[config.mk]
export PLATFORM = sky130hd
export DESIGN_NAME = vga_sync_gen
export DESIGN_NICKNAME = d
export VERILOG_FILES = /design/src/rtl/vga_sync_gen_pkg.sv /design/src/rtl/vga_sync_gen_pixel_tick_gen.sv /design/src/rtl/vga_sync_gen.sv
export SDC_FILE = /design/constraint.sdc
export NUM_CORES = 1
export LEC_CHECK = 0
export ABC_AREA = 1
export CORE_UTILIZATION = 45
export DETAILED_ROUTE_END_ITERATION = 7
export GPL_ROUTABILITY_DRIVEN = 1
export PLACE_DENSITY = 0.67
export SLEW_MARGIN = 10
export SYNTH_ARGS = -nofsm -noshare
export SYNTH_HDL_FRONTEND = slang
export SYNTH_SLANG_ARGS = --single-unit
[constraint.sdc]
create_clock -name clk -period 2.5 [get_ports clk]
set_input_delay 0.375 -clock clk [delete_from_list [all_inputs] [get_ports clk]]
set_output_delay 0.375 -clock clk [all_outputs]
set_load 0.01 [all_outputs]
[src/rtl/vga_sync_gen_pkg.sv]
// vga_sync_gen_pkg: 640x480@60Hz timing constants and window helper shared by the raster blocks
package vga_sync_gen_pkg;
  localparam int VGA_CLK_DIV   = 4;
  localparam int VGA_H_DISPLAY = 640;
  localparam int VGA_H_FRONT   = 16;
  localparam int VGA_H_RETRACE = 96;
  localparam int VGA_H_BACK    = 48;
  localparam int VGA_V_DISPLAY = 480;
  localparam int VGA_V_FRONT   = 10;
  localparam int VGA_V_RETRACE = 2;
  localparam int VGA_V_BACK    = 33;
  localparam int VGA_H_TOTAL   = VGA_H_DISPLAY + VGA_H_FRONT + VGA_H_RETRACE + VGA_H_BACK;
  localparam int VGA_V_TOTAL   = VGA_V_DISPLAY + VGA_V_FRONT + VGA_V_RETRACE + VGA_V_BACK;
  localparam int VGA_H_SYNC_START = VGA_H_DISPLAY + VGA_H_FRONT;
  localparam int VGA_H_SYNC_END   = VGA_H_SYNC_START + VGA_H_RETRACE - 1;
  localparam int VGA_V_SYNC_START = VGA_V_DISPLAY + VGA_V_FRONT;
  localparam int VGA_V_SYNC_END   = VGA_V_SYNC_START + VGA_V_RETRACE - 1;
  function automatic logic in_win(input logic [9:0] v, input logic [9:0] lo, input logic [9:0] hi);
    return v >= lo && v <= hi;
  endfunction
endpackage

[src/rtl/vga_sync_gen_pixel_tick_gen.sv]
// pixel_tick_gen: board-clock divider producing a one-clk pixel enable every CLK_DIV clocks
//   clk, reset (async, active-high) -> p_tick (high while div_cnt==CLK_DIV-1)
module pixel_tick_gen #(
  parameter int CLK_DIV = 4
)(
  input  logic clk,
  input  logic reset,
  output logic p_tick
);
  localparam int W = CLK_DIV > 1 ? $clog2(CLK_DIV) : 1;
  logic [W-1:0] div_cnt;
  assign p_tick = div_cnt == W'(CLK_DIV - 1);
  always_ff @(posedge clk or posedge reset)
    if (reset) div_cnt <= '0;
    else div_cnt <= p_tick ? '0 : div_cnt + W'(1);
endmodule

[src/rtl/vga_sync_gen.sv]
// vga_sync_gen: VGA raster timing generator (scan position, video window, syncs, frame pulse)
//   clk, reset (async, active-high)
//   p_tick pixel enable; pixel_x/pixel_y scan position; video_on visible area;
//   hsync/vsync active-low syncs; frame_start one-clk pulse on entry to pixel (0,0)
module vga_sync_gen
  import vga_sync_gen_pkg::*;
#(
  parameter int CLK_DIV   = VGA_CLK_DIV,
  parameter int H_DISPLAY = VGA_H_DISPLAY,
  parameter int H_FRONT   = VGA_H_FRONT,
  parameter int H_RETRACE = VGA_H_RETRACE,
  parameter int H_BACK    = VGA_H_BACK,
  parameter int V_DISPLAY = VGA_V_DISPLAY,
  parameter int V_FRONT   = VGA_V_FRONT,
  parameter int V_RETRACE = VGA_V_RETRACE,
  parameter int V_BACK    = VGA_V_BACK
)(
  input  logic       clk,
  input  logic       reset,
  output logic       p_tick,
  output logic [9:0] pixel_x,
  output logic [9:0] pixel_y,
  output logic       video_on,
  output logic       hsync,
  output logic       vsync,
  output logic       frame_start
);
  localparam logic [9:0] H_LAST = 10'(H_DISPLAY + H_FRONT + H_RETRACE + H_BACK - 1);
  localparam logic [9:0] V_LAST = 10'(V_DISPLAY + V_FRONT + V_RETRACE + V_BACK - 1);
  localparam logic [9:0] H_VIS  = 10'(H_DISPLAY);
  localparam logic [9:0] V_VIS  = 10'(V_DISPLAY);
  localparam logic [9:0] H_SS   = 10'(H_DISPLAY + H_FRONT);
  localparam logic [9:0] H_SE   = 10'(H_DISPLAY + H_FRONT + H_RETRACE - 1);
  localparam logic [9:0] V_SS   = 10'(V_DISPLAY + V_FRONT);
  localparam logic [9:0] V_SE   = 10'(V_DISPLAY + V_FRONT + V_RETRACE - 1);
  logic [9:0] h_cnt, v_cnt, h_next, v_next;
  logic       h_end;
  pixel_tick_gen #(.CLK_DIV(CLK_DIV)) u_tick (
    .clk(clk),
    .reset(reset),
    .p_tick(p_tick)
  );
  // Next-count values feed the flag registers so they change on the same edge as the counts.
  always_comb begin
    h_end  = h_cnt == H_LAST;
    h_next = !p_tick ? h_cnt : h_end ? '0 : h_cnt + 10'd1;
    v_next = !(p_tick && h_end) ? v_cnt : v_cnt == V_LAST ? '0 : v_cnt + 10'd1;
  end
  always_ff @(posedge clk or posedge reset)
    if (reset) begin
      h_cnt       <= H_LAST;
      v_cnt       <= V_LAST;
      video_on    <= 1'b0;
      hsync       <= 1'b1;
      vsync       <= 1'b1;
      frame_start <= 1'b0;
    end else begin
      h_cnt       <= h_next;
      v_cnt       <= v_next;
      video_on    <= h_next < H_VIS && v_next < V_VIS;
      hsync       <= !in_win(h_next, H_SS, H_SE);
      vsync       <= !in_win(v_next, V_SS, V_SE);
      frame_start <= p_tick && h_next == '0 && v_next == '0;
    end
  assign pixel_x = h_cnt;
  assign pixel_y = v_cnt;
endmodule

==> results of run 1 <==
## state kept, by name, summed over array words and instances, names as in the netlist
signal / flops
frame_start: 1
hsync: 1
pixel_x: 10
pixel_y: 10
u_tick.div_cnt: 2
video_on: 1
vsync: 1
## per-layer routing
layer / GRT usage / routed length [um] / vias to the layer above
met4: 0.03488 / 30 / 0
met3: 0.03285 / 219 / 7
met2: 0.3139 / 1567 / 53
met5: 0 / 0 / -
li1: - / - / 777
met1: 0.2824 / 1807 / 662
## critical path, delay by kind of cell (launching register included)
family	cells	cell delay [ps]
compound gates	1	250
fa+ha+maj	1	190
flops	1	570
simple gates	8	950
## layout make-up
| cell class | count | area, um^2 | share of cell area |
|---|---|---|---|
| Multi-Input combinational cell | 164 | 817.0 | 0.4011 |
| Timing Repair Buffer | 27 | 267.8 | 0.1314 |
| Sequential cell | 26 | 665.6 | 0.3268 |
| Clock buffer | 3 | 41.29 | 0.02027 |
| Clock inverter | 1 | 30.03 | 0.01474 |
| Tap cell | 46 | 57.56 | 0.02826 |
| Inverter | 42 | 157.7 | 0.07740 |
## cells by family after synthesis
| kind of cell | synth area share |
|---|---|
| fa+ha+maj | 0.03017 |
| buf+inv | 0.1063 |
| flops | 0.4012 |
| simple gates | 0.4178 |
| compound gates | 0.03393 |
| xor+xnor | 0.01056 |
## worst paths after layout
| path | slack [ps] | from | endpoint |
|---|---|---|---|
| setup / recovery | 430 | pixel_x[0]$_DFF_PP1_ | video_on$_DFF_PP0_ |
| min in group asynchronous | 440 | reset | pixel_y[4]$_DFF_PP0_ |
| hold / removal | 430 | u_tick.div_cnt[0]$_DFF_PP0_ | u_tick.div_cnt[0]$_DFF_PP0_ |
| max in group asynchronous | 1760 | reset | pixel_x[3]$_DFF_PP1_ |
| hold reg to reg | 430 | u_tick.div_cnt[0]$_DFF_PP0_ | u_tick.div_cnt[0]$_DFF_PP0_ |
| setup reg to reg | 430 | pixel_x[0]$_DFF_PP1_ | video_on$_DFF_PP0_ |
## cell usage after synthesis, drive strengths merged
cell type and number:
a21o 1, buf 2, clkinv 1, dfrtp 14, dfstp 12, ha 4
inv 41, nand2 71, nand3 27, nand3b 1, nand4 5, nor2 38
nor3 4, o21ai 9, or2 2, xor2 2
## power by group through the flow
stage          Clock (uW)  Sequential [uW]  Combinational, uW
6_report              348              421               10.4
5_1_grt               372              421               12.5
4_1_cts               360              421               11.2
3_5_place_dp            0              429               11.3
3_3_place_gp            0              429               11.5
2_1_floorplan           0              429               6.08
## stage by stage
| step | area (um^2) | power, uW | worst slack, ps | util |
|---|---|---|---|---|
| 3_3_place_gp | 1966 | 440.2 | 519.9 | 0.5711 |
| 5_1_grt | 2037 | 806.3 | 212.7 | 0.5918 |
| 4_1_cts | 2037 | 792.7 | 435.1 | 0.5918 |
| 6_report | 2037 | 779.3 | 429.6 | 0.5918 |
| 2_1_floorplan | 1659 | 434.8 | 721.0 | - |
| 3_5_place_dp | 1966 | 440.0 | 456.1 | 0.5711 |
==> results by group, run 1 <==
Power
  • NetSw: 141.2 uW
  • Clock group share of total power: 0.446
  • Power density of the placed cells: 382.6 nW/um^2
  • Combinational share of power: 0.013
  • Peak ir drop on the vdd network: ~0.36 mV
  • Internal power of the cells: 638.1 uW
  • Leak Pwr: 0.001010 uW
  • Fraction of power spent switching nets: 0.1812
  • Fraction of power consumed by sequential logic: 0.541

Critical path
  • Maximum net fanout on the critical path: 11
  • Critical Setup Path Class: reg -> reg
  • Required time at the endpoint of the critical path: 2670 ps
  • Cell chain of the critical path: ha_1 -> nand2_1 -> nor2_4 -> nand2_2 -> nor2_4 -> nand2_1 -> o21ai_1 -> nand2_1 -> nor2_2 -> nor2_1
  • Crit path launch type: flop
  • Slowest-stage cell, CP: dfstp_2
  • Worst Reg-to-Reg Cells: 10
  • CP dominant cell by count: nand2_1
  • Biggest cell delay along the critical path: 570 ps
  • Nature of the critical path endpoint: flop
  • Arrival time of data at the critical path endpoint: roughly 2200 ps

Synthesis
  • Ys Warns: 0
  • Top cells by area, synth: dfrtp_1 (21%), dfstp_2 (19%), nand2_1 (14%)
  • Area of the mapped netlist: around 1700 um^2
  • Nets in the synthesized netlist: 240
  • Sequential cell area fraction in the yosys report: 0.4012
  • Synthesized area divided by synthesized cell count: ~7.1 um^2
  • Number of distinct library cells after synthesis: 25
  • Largest area contributor in the synthesized netlist: dfrtp_1
  • Cell count after synthesis: 234
  • Post-synthesis register bit count: 26
  • Area share of the leading cell type in the synthesized netlist: 0.2112

Die
  • Floorplan Core Area: 3442 um^2
  • Die area: around 3900 um^2
  • Die X-Extent: 62.72 um
  • Std cell rows: 21
  • Die Y-Extent: between 60 and 70 um
  • Initial Util: 0.4820
  • Io pins: 27

Cells and area
  • Total of fill cells in the finished design: between 300 and 400
  • NumNets Final: 270
  • Final Non-Filler Cells: 309
  • Share of final-layout standard cells stronger than drive strength 1: 0.1597
  • ANT cells: 0
  • Highest-count cells in the layout ignoring fill and taps: nand2_1 (64), inv_1 (37), nor2_1 (30), clkdlybuf4s50_1 (26), nand3_1 (23)
  • Area Growth Syn to Fin: 22.78%
  • Most common library cell in the layout ignoring fill and taps: nand2_1

Clocking
  • Inserted Clock Buffers: 3
  • TritonCTS clock tree: yes
  • Latest clock arrival within the worst-skew pair: about 270 ps
  • CTS Root Buffer Type: clkbuf_8
  • Clock transition time at the flip-flop clock pins of the worst setup and hold paths: ~90 ps
  • Count of clock tree sinks: 26
  • Post-CTS resize count: 0
  • Deepest clock path buffer count: 2
  • Hold Buf Count CTS: 0
  • Post-CTS setup buffer count: 0
  • Total number of H-tree levels: 1

GRT
  • Pin count of the biggest net entering global routing: 27
  • Number of antenna violations at the first check in global routing: 0
  • Total grt overflow: 0
  • Overall global routing resource usage: 0.1967
  • Global-route wire length before repair: 6.099 mm
  • Via count of the first global-routing pass: between 1,000 and 1,500

Timing
  • Skew final: approximately 4.3 ps
  • Fmax: 483.0 MHz
  • Final number of setup-violating endpoints: 0
  • RSZ-0062 raised after global routing: false
  • Final Cycle Share: 0.8282
  • Final critical path time including I/O delays and setup: 2070 ps
  • Hold Vio Cnt, Final: 0
  • Worst slew margin relative to its limit: 0.7603
  • Slew at the pin closest to its max-slew limit: 359.5 ps
  • Pins over their slew limit: 0
  • Setup TNS Final: 0 ps
  • Smallest hold slack: 433.4 ps

Routing
  • Vias: 1,499
  • Post-detailed-route wirelength per cell: 11.73 um
  • Iteration-0 DRC Markers: 170
  • Router iterations before antenna repair: 4
  • Ratio of routed vias to standard cells: 4.851
  • Detailed Route WL: 3.625 mm
  • DRC: 0
  • Count of antenna-violating nets left after detailed routing: 0

Placement
  • Number of placed cells counting well taps: ~310
  • Input/output buffers: 26
  • Final weighted congestion in routability-driven placement: 0.8881
  • Final HPWL from detailed placement: 2.839 mm

Worst hold path
  • Hold/Removal Path Class: reg -> reg
  • Cell depth of the worst min-delay path: 1

Run
  • Number of max-cap violations: 0

Status
  • Outcome: finished clean
No activity file was read; power rests on OpenSTA's default activity.
==> run 2: changes to the inputs <==
==> constraint.sdc (replaced) <==
create_clock -name clk -period 2.1 [get_ports clk]
set_input_delay 0.315 -clock clk [delete_from_list [all_inputs] [get_ports clk]]
set_output_delay 0.315 -clock clk [all_outputs]
set_load 0.01 [all_outputs]
==> run 2 against run 1 <==
Against the previous run: flip-flop and latch count unchanged; combinational power up 20%; hold slack got worse by 40 ps; via count barely moved.
==> results by group, run 2 (same netlist as run 1, synthesis figures left out) <==
Critical path
  • Crit path launch type: flop
  • Cell chain of the critical path: ha_1 -> buf_4 -> clkdlybuf4s50_1
  • Arrival time of data at the critical path endpoint: 1640 ps (-600 ps)
  • Critical Setup Path Class: reg -> out
  • Maximum net fanout on the critical path: 7 (-4)
  • Biggest cell delay along the critical path: 520 ps (-50 ps)
  • Required time at the endpoint of the critical path: 1780 ps (-890 ps)
  • Nature of the critical path endpoint: output pin
  • Slowest-stage cell, CP: clkdlybuf4s50_1

Cells and area
  • Area Growth Syn to Fin: 25.04%
  • ANT cells: 0 (unchanged)
  • NumNets Final: 274 (+1.5%)
  • Most common library cell in the layout ignoring fill and taps: nand2_1
  • Total of fill cells in the finished design: 333 (+0.91%)
  • Share of final-layout standard cells stronger than drive strength 1: 0.1760 (+0.01633)
  • Post-route standard cell area excluding fillers: 2074 um^2 (+1.8%)
  • Highest-count cells in the layout ignoring fill and taps: nand2_1 (64), inv_1 (37), nor2_1 (30), clkdlybuf4s50_1 (26), nand3_1 (23)

Run
  • Number of max-cap violations: 0 (unchanged)

Timing
  • Final number of setup-violating endpoints: 0 (unchanged)
  • Final Cycle Share: 0.9293
  • RSZ-0062 raised after global routing: false
  • Slew at the pin closest to its max-slew limit: 320.6 ps (-38.89 ps)
  • Fmax: roughly 510 MHz
  • Hold Vio Cnt, Final: 0 (unchanged)
  • Final critical path time including I/O delays and setup: around 2000 ps
  • Setup TNS Final: 0 ps (unchanged)
  • Pins over their slew limit: 0 (unchanged)
  • Worst slew margin relative to its limit: 0.7862 (+0.02593)
  • Skew final: 6.149 ps (+1.837 ps)

Clocking
  • Total number of H-tree levels: 1 (unchanged)
  • CTS Root Buffer Type: clkbuf_8
  • Clock transition time at the flip-flop clock pins of the worst setup and hold paths: 90 ps (about the same)
  • Inserted Clock Buffers: 3 (unchanged)
  • TritonCTS clock tree: yes
  • Count of clock tree sinks: 26 (unchanged)
  • Latest clock arrival within the worst-skew pair: 270 ps (about the same)
  • Deepest clock path buffer count: 2 (unchanged)
  • Hold Buf Count CTS: 0 (unchanged)

Power
  • Peak ir drop on the vdd network: 0.4079 mV (+13%)
  • Overall power of the completed layout: 928.6 uW (+19%)
  • Power density of the placed cells: 447.6 nW/um^2 (+17%)
  • Leak Pwr: 0.001035 uW (+2.4%)

Die
  • Floorplan Core Area: 3442 um^2 (unchanged)
  • Die X-Extent: 62.72 um (unchanged)
  • Initial Util: 0.4820 (unchanged)
  • Io pins: 27 (unchanged)
  • Die area: 3934 um^2 (unchanged)
  • Std cell rows: 21 (unchanged)
  • Die Y-Extent: 62.72 um (unchanged)

Placement
  • Final weighted congestion in routability-driven placement: 0.9165 (+3.2%)
  • Area after detailed placement: 1981 um^2 (+0.76%)
  • Final HPWL from detailed placement: 2.873 mm (+1.2%)
  • Input/output buffers: 26 (unchanged)

Routing
  • Top routing layer in use: met4
  • Detailed-route wire length on metal 1: 1.922 mm (+6.4%)
  • Count of antenna-violating nets left after detailed routing: 0 (unchanged)
  • Iteration-0 DRC Markers: 142 (-16%)
  • Met3 Wirelength: 166 um (-24%)
  • Vias: 1,500 (+0.067%)
  • Router iterations before antenna repair: 4 (unchanged)
  • WL met2: 1.590 mm (+1.5%)
  • DRC: 0 (unchanged)
  • Post-detailed-route wirelength per cell: 11.83 um (+0.85%)
  • Detailed Route WL: 3.703 mm (+2.2%)
  • Ratio of routed vias to standard cells: 4.792 (-1.2%)

GRT
  • Number of antenna violations at the first check in global routing: 0 (unchanged)
  • Via count of the first global-routing pass: 1,362 (+1.4%)
  • Pin count of the biggest net entering global routing: 27 (unchanged)
  • Global-route wire length before repair: 6.354 mm (+4.2%)
  • Total grt overflow: 0 (unchanged)
  • Overall global routing resource usage: 0.2082 (+0.01149)

Worst hold path
  • Hold/Removal Path Class: in -> async

Status
  • Outcome: finished clean
-- run 2: changes by cell type in the layout (fill, tap and decap cells not counted) --
cell / delta
buf_4: +3
buf_6: +1
o21ai_1: -1
o21ai_2: +1
-- run 2: critical path: cells and delay by family (launching register included) --
| family | cells | cell delay (ps) |
|---|---|---|
| adder cells (fa/ha/maj) | 1 | 310 |
| buffers and inverters | 2 | 700 |
| flip-flops | 1 | 360 |
-- run 2: worst paths after layout --
kind / cells past startpoint / slack (ps) / end / start
setup / recovery: 3 / 150 / p_tick / u_tick.div_cnt[0]$_DFF_PP0_
hold / removal: 3 / 390 / pixel_y[7]$_DFF_PP0_ / reset
setup reg to reg: 13 / 190 / vsync$_DFF_PP1_ / pixel_x[1]$_DFF_PP1_
hold reg to reg: 1 / 430 / u_tick.div_cnt[0]$_DFF_PP0_ / u_tick.div_cnt[0]$_DFF_PP0_
max in group asynchronous: 3 / 1410 / pixel_x[1]$_DFF_PP1_ / reset
min in group clk: 1 / 430 / u_tick.div_cnt[0]$_DFF_PP0_ / u_tick.div_cnt[0]$_DFF_PP0_
-- run 2: per-stage QoR --
stage | utilization | cells | hold slack (ps) | setup WS, ps
after detailed placement | 0.5754 | 307 | 418.6 | 103.0
after floorplan | - | 234 | 346.1 | 321.0
final | 0.6027 | 313 | 393.0 | 148.4
after global routing | 0.6027 | 313 | 450.0 | 5.006
after global placement | 0.5754 | 307 | 422.1 | 137.0
after CTS | 0.5961 | 311 | 399.1 | 80.39
-- run 2: layout make-up --
class                           instances  area [um^2]  area share
Multi-Input combinational cell        164        820.8      0.3957
Sequential cell                        26        665.6      0.3209
Timing Repair Buffer                   31        301.5      0.1454
Inverter                               42        157.7     0.07600
Tap cell                               46        57.56     0.02774
Clock buffer                            3        41.29     0.01990
Clock inverter                          1        30.03     0.01448
-- run 2: repair_timing --
| action | CTS | global route |
|---|---|---|
| setup endpoints to repair | 0 | 3 |
| buffers inserted | 0 | 2 |
| gates resized for setup | 0 | 2 |
-- run 2: power breakdown --
group / internal (uW) / switching [uW]
Clock: 255 / 160
Combinational: 2.99 / 9.48
Sequential: 502 / 0
Total: 759 / 169
-- run 2: per-layer routing --
| metal | vias to the layer above | track usage |
|---|---|---|
| li1 | 783 | - |
| met1 | 681 | 0.3023 |
| met2 | 34 | 0.3098 |
| met3 | 2 | 0.05474 |
| met4 | 0 | 0.04360 |
| met5 | - | 0 |
